**src/rtl/dword_split_seq.sv**
```systemverilog
// -----------------------------------------------------------------------------
// dword_split_seq
//
// Purpose:
//   Splits 32-bit dwords arriving on a valid/ready input into two 16-bit beats
//   on a valid/ready output. It time-multiplexes a single 16-bit output path
//   and sustains one dword every two cycles when the consumer never stalls.
//   The dword and word widths match definitions::dword_t (32 bits) and
//   definitions::word_t (16 bits).
//
//   Default beat order: the low half hold[15:0] (instruction, out_is_abs=0)
//   goes first, then the high half hold[31:16] (absolute, out_is_abs=1).
//
// Configuration macro:
//   DWORD_SPLIT_HI_FIRST_EN - when defined, the beat order is reversed: the
//     high half goes first (out_is_abs=1), then the low half (out_is_abs=0).
//     out_last still marks the second beat of each dword.
//
// Handshake rule (both sides): a transfer happens on a rising clock edge where
//   valid and ready are both high. Once out_valid is high it stays high, with
//   out_word/out_is_abs/out_last stable, until that transfer happens. in_dword
//   is sampled only on an input transfer.
//
// Ports:
//   clock        in   single clock, rising edge
//   reset        in   synchronous, active-high
//   in_valid     in   source has a dword
//   in_dword     in   [31:0] source data
//   in_ready     out  dword accepted this cycle (forced 0 during reset)
//   out_valid    out  out_word is valid (registered)
//   out_word     out  [15:0] current half (registered)
//   out_is_abs   out  0 = bits 15:0, 1 = bits 31:16 (registered)
//   out_last     out  final beat of a dword (registered)
//   out_ready    in   consumer takes out_word this cycle
//   dword_count  out  [CNT_W-1:0] dwords fully emitted, wraps silently
//   fsm_state    out  [1:0] debug view of the FSM: 0 = IDLE, 1 = LOW
//                     (first beat presented), 2 = HIGH (second beat presented)
//
// Parameters:
//   CNT_W        width of the completed-dword counter (default 16)
// -----------------------------------------------------------------------------
module dword_split_seq #(
  parameter int CNT_W = 16
) (
  input  logic             clock,
  input  logic             reset,
  input  logic             in_valid,
  input  logic [31:0]      in_dword,
  output logic             in_ready,
  output logic             out_valid,
  output logic [15:0]      out_word,
  output logic             out_is_abs,
  output logic             out_last,
  input  logic             out_ready,
  output logic [CNT_W-1:0] dword_count,
  output logic [1:0]       fsm_state
);

  // LOW presents the first beat of the held dword and HIGH the second one.
  // In the default build that is literally the low then the high half; with
  // the reversed-order build the names keep their first/second meaning.
  typedef enum logic [1:0] {
    IDLE = 2'd0,
    LOW  = 2'd1,
    HIGH = 2'd2
  } state_t;

`ifdef DWORD_SPLIT_HI_FIRST_EN
  localparam logic FIRST_IS_ABS = 1'b1;
`else
  localparam logic FIRST_IS_ABS = 1'b0;
`endif

  localparam logic [CNT_W-1:0] CNT_ONE = {{(CNT_W-1){1'b0}}, 1'b1};

  state_t      state;
  logic [31:0] hold;

  // Half of a dword that is presented as the first beat.
  function automatic logic [15:0] first_half(input logic [31:0] d);
    return FIRST_IS_ABS ? d[31:16] : d[15:0];
  endfunction

  // Half of a dword that is presented as the second (last) beat.
  function automatic logic [15:0] second_half(input logic [31:0] d);
    return FIRST_IS_ABS ? d[15:0] : d[31:16];
  endfunction

  // The only combinational path through the block: in HIGH a new dword can
  // be taken in the same cycle the second beat leaves, so the output path
  // never bubbles.
  assign in_ready = !reset &&
                    ((state == IDLE) || ((state == HIGH) && out_ready));

  assign fsm_state = state;

  always_ff @(posedge clock) begin
    if (reset) begin
      state       <= IDLE;
      hold        <= '0;
      dword_count <= '0;
      out_valid   <= 1'b0;
      out_word    <= '0;
      out_is_abs  <= 1'b0;
      out_last    <= 1'b0;
    end else begin
      case (state)
        IDLE: begin
          if (in_valid) begin
            // out_word is loaded straight from the accepted dword so the
            // first beat is registered and valid in the very next cycle.
            hold       <= in_dword;
            out_valid  <= 1'b1;
            out_word   <= first_half(in_dword);
            out_is_abs <= FIRST_IS_ABS;
            out_last   <= 1'b0;
            state      <= LOW;
          end
        end

        LOW: begin
          // Without out_ready everything simply holds its value.
          if (out_ready) begin
            out_word   <= second_half(hold);
            out_is_abs <= !FIRST_IS_ABS;
            out_last   <= 1'b1;
            state      <= HIGH;
          end
        end

        HIGH: begin
          if (out_ready) begin
            dword_count <= dword_count + CNT_ONE;
            if (in_valid) begin
              // Back-to-back: next dword's first beat follows immediately.
              hold       <= in_dword;
              out_valid  <= 1'b1;
              out_word   <= first_half(in_dword);
              out_is_abs <= FIRST_IS_ABS;
              out_last   <= 1'b0;
              state      <= LOW;
            end else begin
              // out_word/out_is_abs keep their last value; only out_valid
              // and out_last drop so no stale "last" flag lingers.
              out_valid <= 1'b0;
              out_last  <= 1'b0;
              state     <= IDLE;
            end
          end
        end

        default: begin
          // Unreachable encoding: recover to an empty pipeline.
          out_valid  <= 1'b0;
          out_last   <= 1'b0;
          state      <= IDLE;
        end
      endcase
    end
  end

endmodule

```
**config.mk**
```make
export PLATFORM = sky130hd
export DESIGN_NAME = dword_split_seq
export DESIGN_NICKNAME = d
export VERILOG_FILES = /design/src/rtl/dword_split_seq.sv
export SDC_FILE = /design/constraint.sdc
export NUM_CORES = 1
export LEC_CHECK = 0
export CORE_AREA = 2 2 84 66
export CTS_CLUSTER_SIZE = 25
export DETAILED_ROUTE_END_ITERATION = 10
export DIE_AREA = 0 0 86 68
export HOLD_SLACK_MARGIN = 0.03
export PLACE_DENSITY_LB_ADDON = 0.3
export SLEW_MARGIN = 20
export SYNTH_ARGS = -nofsm -noshare
export SYNTH_HDL_FRONTEND = slang
export SYNTH_SLANG_ARGS = --single-unit
```
**constraint.sdc**
```tcl
create_clock -name clock -period 1.75 [get_ports clock]
set_clock_uncertainty 0.05 [all_clocks]
set_input_delay 0.2625 -clock clock [delete_from_list [all_inputs] [get_ports clock]]
set_output_delay 0.2625 -clock clock [all_outputs]
set_load 0.02 [all_outputs]
```
**Word-level counts from Yosys, hierarchy flattened**

Cells that the tools add are included.

- Add/subtract/negate cells: 1
- Eq/ne operators: 5
- Multiplexer cells: 23
- Bitwise gates (word level): 1
- Reduce and logical (&&, ||, !) cells: 12

Operator list:

| operator | number |
|---|---|
| $mux 32 | 2 |
| $pmux 32 s2 | 1 |
| $mux 16 | 3 |
| $pmux 16 s3 | 1 |
| $add 16x1->16 const B | 1 |
| $mux 1 | 9 |
| $pmux 1 s3 | 3 |
| $reduce_and 3->1 | 3 |
| $mux 2 | 3 |
| $ne 2x2->1 const B | 3 |
| $pmux 2 s3 | 1 |
| $reduce_and 2->1 | 2 |
| $reduce_bool 3->1 | 1 |
| $eq 2x1->1 const B | 1 |
| $eq 2x2->1 const B | 1 |
| $logic_and 1x1->1 | 2 |
| $logic_not 2->1 | 1 |
| $reduce_bool 2->1 | 1 |
| $logic_not 1->1 | 1 |
| $logic_or 1x1->1 | 1 |
| $not 1->1 | 1 |

- Flip-flop bits (word level): 69
- Input bits: 36
- Output and inout port bits: 38
- Logic and storage cells: 49

**Depth between registers and ports, before layout**

- Depth after elaboration: 4
- Depth in mapped cells: 6
- Mapped depth without buffers: 5

**Least setup slack after synthesis**

No wires, ideal clock.

- Path kind: register to register
- From: register dword_count[0]
- To: register dword_count[10]
- Setup time: 70 ps
- Arrival time: 1644 ps
- Required time: 1630 ps
- Slack: -14 ps
- Stages on the path, launching flop included: 7
- Buffers on the path: 1
- Period minus slack after synthesis: 1764 ps
- Cell sequence: dfxtp_1 -> ha_1 -> and4b_1 -> buf_4 -> nand2_4 -> or4_1 -> a21oi_1

- Word-level cells in the longest chain between the ends: 1

Ends and longest elaborated chain:

| item | line | source |
|---|---|---|
| start: declaration | 55 | `output logic [CNT_W-1:0] dword_count,` |
| start signal: assignment | 133 | `dword_count <= dword_count + CNT_ONE;` |
| $add 16x1->16 | 133 |  |

Every way passes these cells.
A chain may end at the register's enable or synchronous reset.

**Worst setup path after layout**

- From: register dword_count[10]
- To: output port dword_count[10]

No word-level cell between the ends.

==> results list <==
* Outcome: complete, no violations
- Total setup violations reported at the end of the flow: 0
- Timing analysis after detailed placement gives a worst setup slack of -0.2457 ns.
- Top-Level Pins: 74
- The initial utilization of the core area, before any placement, comes to 0.4296.
- Register bit total from synthesis: 52
- Unique masters post-synth: 35
- In the global route stage, overall resource usage came out at 0.1868.
- Highest achievable clock rate: 0.5893 GHz
- Summed over all layers, the global routing overflow is 0.
* Static Leak: 1.412 nW
- Top routing layer in use: met4
* CTS sink count: 52
- Max Transition Viols Final: 0
- Switching power total: 0.6564 mW
- Amount of wire on met2 after detailed routing: 2.586 mm
- The placed instances occupy a cell area of 3129 um2.
- Switching Fraction: 0.2683
- Using the TritonRoute via totals, the vias-per-cell ratio works out to 5.060.
- The die is 68 um tall.
* Clock insertion delay at the later pin of the skew report: 0.29 ns
* Final Hold Slack: 0.4078 ns
- Syn. warnings: 0
* Initial antenna violation count: 0
- The number of hold violations in the final report was 0.
- Cell at the slowest stage of the critical path: sky130_fd_sc_hd__clkdlybuf4s50_1
* Crit-path max FO: 6
- The detail route stage leaves a number of antenna-violating nets equal to 0.
- From synthesis to final layout, the design area changed by 47.51%.
- The via count of the first global-routing pass is 1955.
- Counting the buffers created by CTS gives 5.
- Counting the fill cells in the layout gives 436.
* Peak VDD IR: 0.3737 mV
- Internal power contribution: 1.790 mW
* DIE WIDTH: 86 um
- Clk root buf: sky130_fd_sc_hd__clkbuf_8
* Part of the total power dissipated in sequential elements: 0.528
- Global-route wire length before repair: 8.700 mm
- Syn Nets: 287
- The worst pin sits at a relative slew slack of 0.6322.
- Gate count after technology mapping: 250
- Final critical-path setup slack: 0.05298 ns
- Dividing the synthesized area by the synthesized cell count gives 8.753 um2.
- The final layout contains routed wiring with a total length of 5.368 mm.
- After detailed routing, the wire length on met1 is 2.492 mm.
- Highest cell delay on the worst timing path: 0.65 ns
- Longest Clk Path Bufs: 2
- Together, buffers and inverters on the worst path number 1.
- STA classifies the critical path endpoint as a primary output.
- Summed over all nets, wire length on met3 after detailed routing comes to 269 um.
- Pwr/cell area: 757.9 nW/um2
- The die covers 5848 um2.
- For this run, the register share of the synthesized area comes to 0.4757.
- 0 antenna diodes ended up in the layout.
- Traced cell by cell, the critical path runs through clkdlybuf4s50_1.
- The total area inside the core boundary comes to 5094 um2.
- Element type at the critical path start: flop
* Weighted congestion at the end of routability-driven global placement: 0.7930
- The worst setup path is of the flop to primary output kind.
- Number of maximum-capacitance violations: 0
* Final Net Count: 374
- Clock share of power: 0.271
- For this block, the initial DRC count from the detailed router was 77.
* Portion of the clock cycle consumed by the worst path in the final layout: 0.9697
- Final Critical Period: 1.697 ns
* Number of H-tree levels: 2
- Unrepaired setup endpoints after global routing: false
- Broken down by cell family, the worst path's largest delay share belongs to buffers and inverters.
- DRC violations left: 0
- Largest net degree at the start of global routing: 55
- Detailed-router iteration count before antenna repair: 4
* Clock-pin transition on the worst setup and hold timing paths: 0.09 ns
- After routing the design area is 3228 um2.
- Worst Path Required: 1.44 ns
- Signal arrival time at the worst endpoint: 1.38 ns
- Vias: 2024
- Netlist area before placement: 2188 um2
- After clock tree synthesis, the flow added hold-fix buffers numbering 0.
* Detailed Place HPWL: 3.817 mm
- The path class of the tightest hold or removal check is flop to flop.
- Standard-cell row count: 23
* Gate power share: 0.201
- Of the cells placed in the final design, the portion with a size suffix greater than 1 is 0.1213.
- Clock tree from TritonCTS: done
- After detailed routing, the average wire length per cell comes to 13.42 um.
- Least-Margin Pin Slew: 0.5517 ns
- The count of buffers added on input and output ports is 73.
[power by group through the flow]
| stage | logic (mW) | clock network, mW | registers (mW) |
|---|---|---|---|
| floorplan | 0.194 | 0 | 1.37 |
| global placement | 0.490 | 0 | 1.32 |
| detailed placement | 0.498 | 0 | 1.32 |
| CTS | 0.497 | 0.691 | 1.29 |
| global route | 0.532 | 0.741 | 1.30 |
| finish | 0.492 | 0.663 | 1.29 |
[final timing paths]
| path | from | end | slack, ns | cells after the start |
|---|---|---|---|---|
| hold / removal | hold[18]$_SDFFE_PP0P_ | hold[18]$_SDFFE_PP0P_ | 0.41 | 2 |
| setup / recovery | dword_count[10]$_SDFFE_PP0P_ | dword_count[10] | 0.05 | 1 |
| setup reg to reg | dword_count[9]$_SDFFE_PP0P_ | dword_count[14]$_SDFFE_PP0P_ | 0.15 | 4 |
| hold reg to reg | hold[18]$_SDFFE_PP0P_ | hold[18]$_SDFFE_PP0P_ | 0.41 | 2 |
[sequential cells by signal, summed over array words and instances, names as in the netlist]
signal,cells
out_last,1
hold,16
fsm_state,1
out_valid,1
dword_count,16
out_is_abs,1
out_word,16
[kinds of logic (layout without fill, tap and decap cells)]
kind of cell    count (synthesis)  after routing  share of synthesized area
compound gates                 44             44                     0.1235
xor+xnor                        9              9                    0.03602
fa+ha+maj                       1              1                   0.005717
buf+inv                        17            105                    0.03716
flops                          52             52                     0.4757
mux                            20             20                    0.09262
simple gates                  107            107                     0.2293
[layout by cell type, fill, tap and decap left out, types with 16 or more instances in the layout]
master / n
sky130_fd_sc_hd__nand2_1: 36
sky130_fd_sc_hd__nor2_1: 35
sky130_fd_sc_hd__dfxtp_1: 50
sky130_fd_sc_hd__a21oi_1: 21
sky130_fd_sc_hd__mux2i_1: 18
sky130_fd_sc_hd__buf_4: 20
sky130_fd_sc_hd__a211oi_1: 16
sky130_fd_sc_hd__clkdlybuf4s50_1: 64
[stage by stage]
step | std cells | power, mW | TNS [ns] | util
final | 400 | 2.447 | 0 | 0.6338
after global routing | 400 | 2.574 | 0 | 0.6338
after CTS | 400 | 2.481 | 0 | 0.6310
after detailed placement | 392 | 1.818 | -2.119 | 0.6143
after global placement | 392 | 1.805 | -1.427 | 0.6143
after floorplan | 250 | 1.565 | 0 | -
[synthesized netlist by cell type, drive strengths merged]
cell,n,share of area
nor4,1,0.0029
and4,1,0.0040
mux2i,18,0.082
ha,1,0.0057
o22a,1,0.0040
nand2,37,0.067
and3,1,0.0029
o31ai,1,0.0034
and4b,1,0.0046
nor2b,5,0.014
o21ai,4,0.0091
nand3b,2,0.0069
nor2,35,0.060
a31o,1,0.0040
or2b,1,0.0034
or3,4,0.011
or4,1,0.0034
dfxtp,52,0.48
xor2,4,0.016
nand3,5,0.011
nor3,5,0.011
a21oi,21,0.048
a211oi,16,0.055
xnor2,5,0.020
inv,1,0.0017
buf,7,0.020
nand2b,2,0.0057
mux2,2,0.010
nand4,6,0.020
clkbuf,9,0.015
[repair_timing]
| action | 4_1_cts | 5_1_grt |
|---|---|---|
| setup buffers | 0 | 0 |
| hold endpoints to repair | 0 | 0 |
| resized for setup | 4 | 6 |
| setup endpoints to repair | 4 | 6 |
[area by class of cell]
cell class,count,area (um2),share of cell area
multi-input cells,181,1071,0.3318
flip-flops and latches,52,1044,0.3233
repair buffers,96,944.7,0.2926
well taps,62,77.57,0.02403
clock buffers,5,68.82,0.02132
clock inverters,3,18.77,0.005814
inverters,1,3.754,0.001163
[routing by layer]
layer	up-vias	GRT usage
met5	-	0
met4	0	0.03571
met3	2	0.04463
met2	49	0.3382
met1	938	0.2301
li1	1035	-
Note: power is estimated with default switching activity, not from simulation.
==> RTL change (config.mk and constraints unchanged) <==
Change the localparam `FIRST_IS_ABS` from 1'b0 to 1'b1.
--- a/src/rtl/dword_split_seq.sv
+++ b/src/rtl/dword_split_seq.sv
@@ -69,5 +69,5 @@
   localparam logic FIRST_IS_ABS = 1'b1;
 `else
-  localparam logic FIRST_IS_ABS = 1'b0;
+  localparam logic FIRST_IS_ABS = 1'b1;
 `endif
 
Function: changed (Yosys sat finds a counterexample within 4 cycles, from zero or initial values and one cycle with reset high).
==> RTL change against the unedited design <==
  * Setup slack worse by 0.0021 ns
  * Worst hold slack worse by 0.00081 ns
  * Sequential cell count up 1
  * Cell area up 1.2%
  * Fmax down 0.13%
  * Global-route usage up 0.23 points
  * Largest power group unchanged
  * Non-clock buffer count down 3
  * Routed wire length up 3.4%
  * Area after synthesis up 3.4%
  * Critical endpoint is now dword_count[15]
  * Power up 2.6%
  * Final cell count up 1.5%
==> RTL change: results (changes against the unedited design) <==
stage,metric,value,unit,change
global_routing,GRT Total Usage,0.189,,+0.00232
global_routing,initial antenna violation count,0,,unchanged
setup_path,Reg2Reg Capture Point,dword_count[15],,
pwr,Worst VDD drop,408,uV,+9.3%
finish,layout cells sized above 1,0.113,,-0.00793
global_routing,first-pass GRT wire length,8.67,mm,-0.31%
synthesis,mux cell area share after synthesis,0.0846,,-0.00805
setup_path,reg2reg setup slack,0.13,ns,-0.02 ns
synthesis,"Seq/Total Area, Yosys",0.469,,-0.00693
placed_design,GPL Wtd Cong,0.787,,-0.71%
outcome,outcome,finished clean,,
placed_design,Place WS,-0.270,ns,-0.0238 ns
global_routing,vias in the first global route,1853,,-5.2%
placed_design,HPWL Detailed,3.94,mm,+3.3%
setup_path,Worst R2R Start,fsm_state[0],,
routing,Routed Wire Length,5.55,mm,+3.4%
finish,Total Nets Final,380,,+1.6%
synthesis,main area contributors after synthesis,"dfxtp_1 (47%), mux2i_1 (8.0%), nand2_1 (6.8%), nor2_1 (5.8%), a211oi_1 (5.6%)",,
synthesis,Compound-Gate Fraction of Synth Area,0.143,,+0.0191
synthesis,Synth Area in Adders,0.00553,,-0.000190
sta,"Period Utilization, post-route",0.971,,+0.00122
setup_path,crit-path max cell delay,0.48,ns,-0.17 ns
synthesis,Post-Syn Nets,299,,+4.2%
synthesis,XOR/XNOR Fraction of Synth Area,0.0310,,-0.00506
pwr,Leak,1.39,nW,-1.2%
routing,Via density,5.08,,+0.37%
worst_hold_path,Hold Path Sink,hold[14],,
pwr,sw frac,0.271,,+0.00292
synthesis,Netlist cell types,36,,+2.9%
routing,Starting DRT DRC Count,109,,+42%
==> RTL change: power by group through the flow <==
stage	Sequential, mW	Combinational [mW]	Clock (mW)
2_1_floorplan	1.40	0.211	0
3_3_place_gp	1.35	0.518	0
3_5_place_dp	1.35	0.529	0
4_1_cts	1.32	0.529	0.681
5_1_grt	1.33	0.568	0.734
6_report	1.32	0.529	0.662
==> RTL change: metal layers <==
layer	GRT usage	share of wire
met2	0.297	0.45
met1	0.259	0.49
met5	0	0
met4	0.0556	0.010
met3	0.0458	0.048
==> RTL change: how the worst max path moves through the flow <==
stage / to / from / cells past startpoint
finish: dword_count[15] / out_ready / 6
global route: dword_count[11] / dword_count[11] / 1
CTS: in_ready / out_ready / 4
detailed placement: in_ready / out_ready / 4
global placement: in_ready / out_ready / 4
floorplan: dword_count[14] / dword_count[1] / 6
==> RTL change: through the flow <==
step                cells  instance area (um^2)  TNS [ns]  power, mW  hold slack, ns
floorplan             262                  2270         0       1.62           0.348
CTS                   406                  3250         0       2.53           0.412
detailed placement    398                  3170     -4.70       1.88           0.399
global placement      398                  3170     -3.85       1.86           0.393
finish                406                  3270         0       2.51           0.407
global route          406                  3270         0       2.63           0.427
==> RTL change: cell type report <==
cell class / count / area, um^2
fillers: 466 / 1830
multi-input cells: 188 / 1110
flip-flops and latches: 53 / 1060
repair buffers: 93 / 918
well taps: 62 / 77.6
clock buffers: 6 / 72.6
clock inverters: 2 / 10.0
inverters: 2 / 7.51
==> RTL change: what timing repair did <==
action                                  in CTS  in global routing
resized for setup                            1                 10
endpoints found under the setup margin       1                 10
endpoints found under the hold margin        0                  0
pin swaps                                    0                  1
==> RTL change: worst min-delay path, cell delays in order, from the launching register on <==
cell     delay (ns)
dfxtp_1        0.32
nand2_1        0.05
a21oi_1        0.05
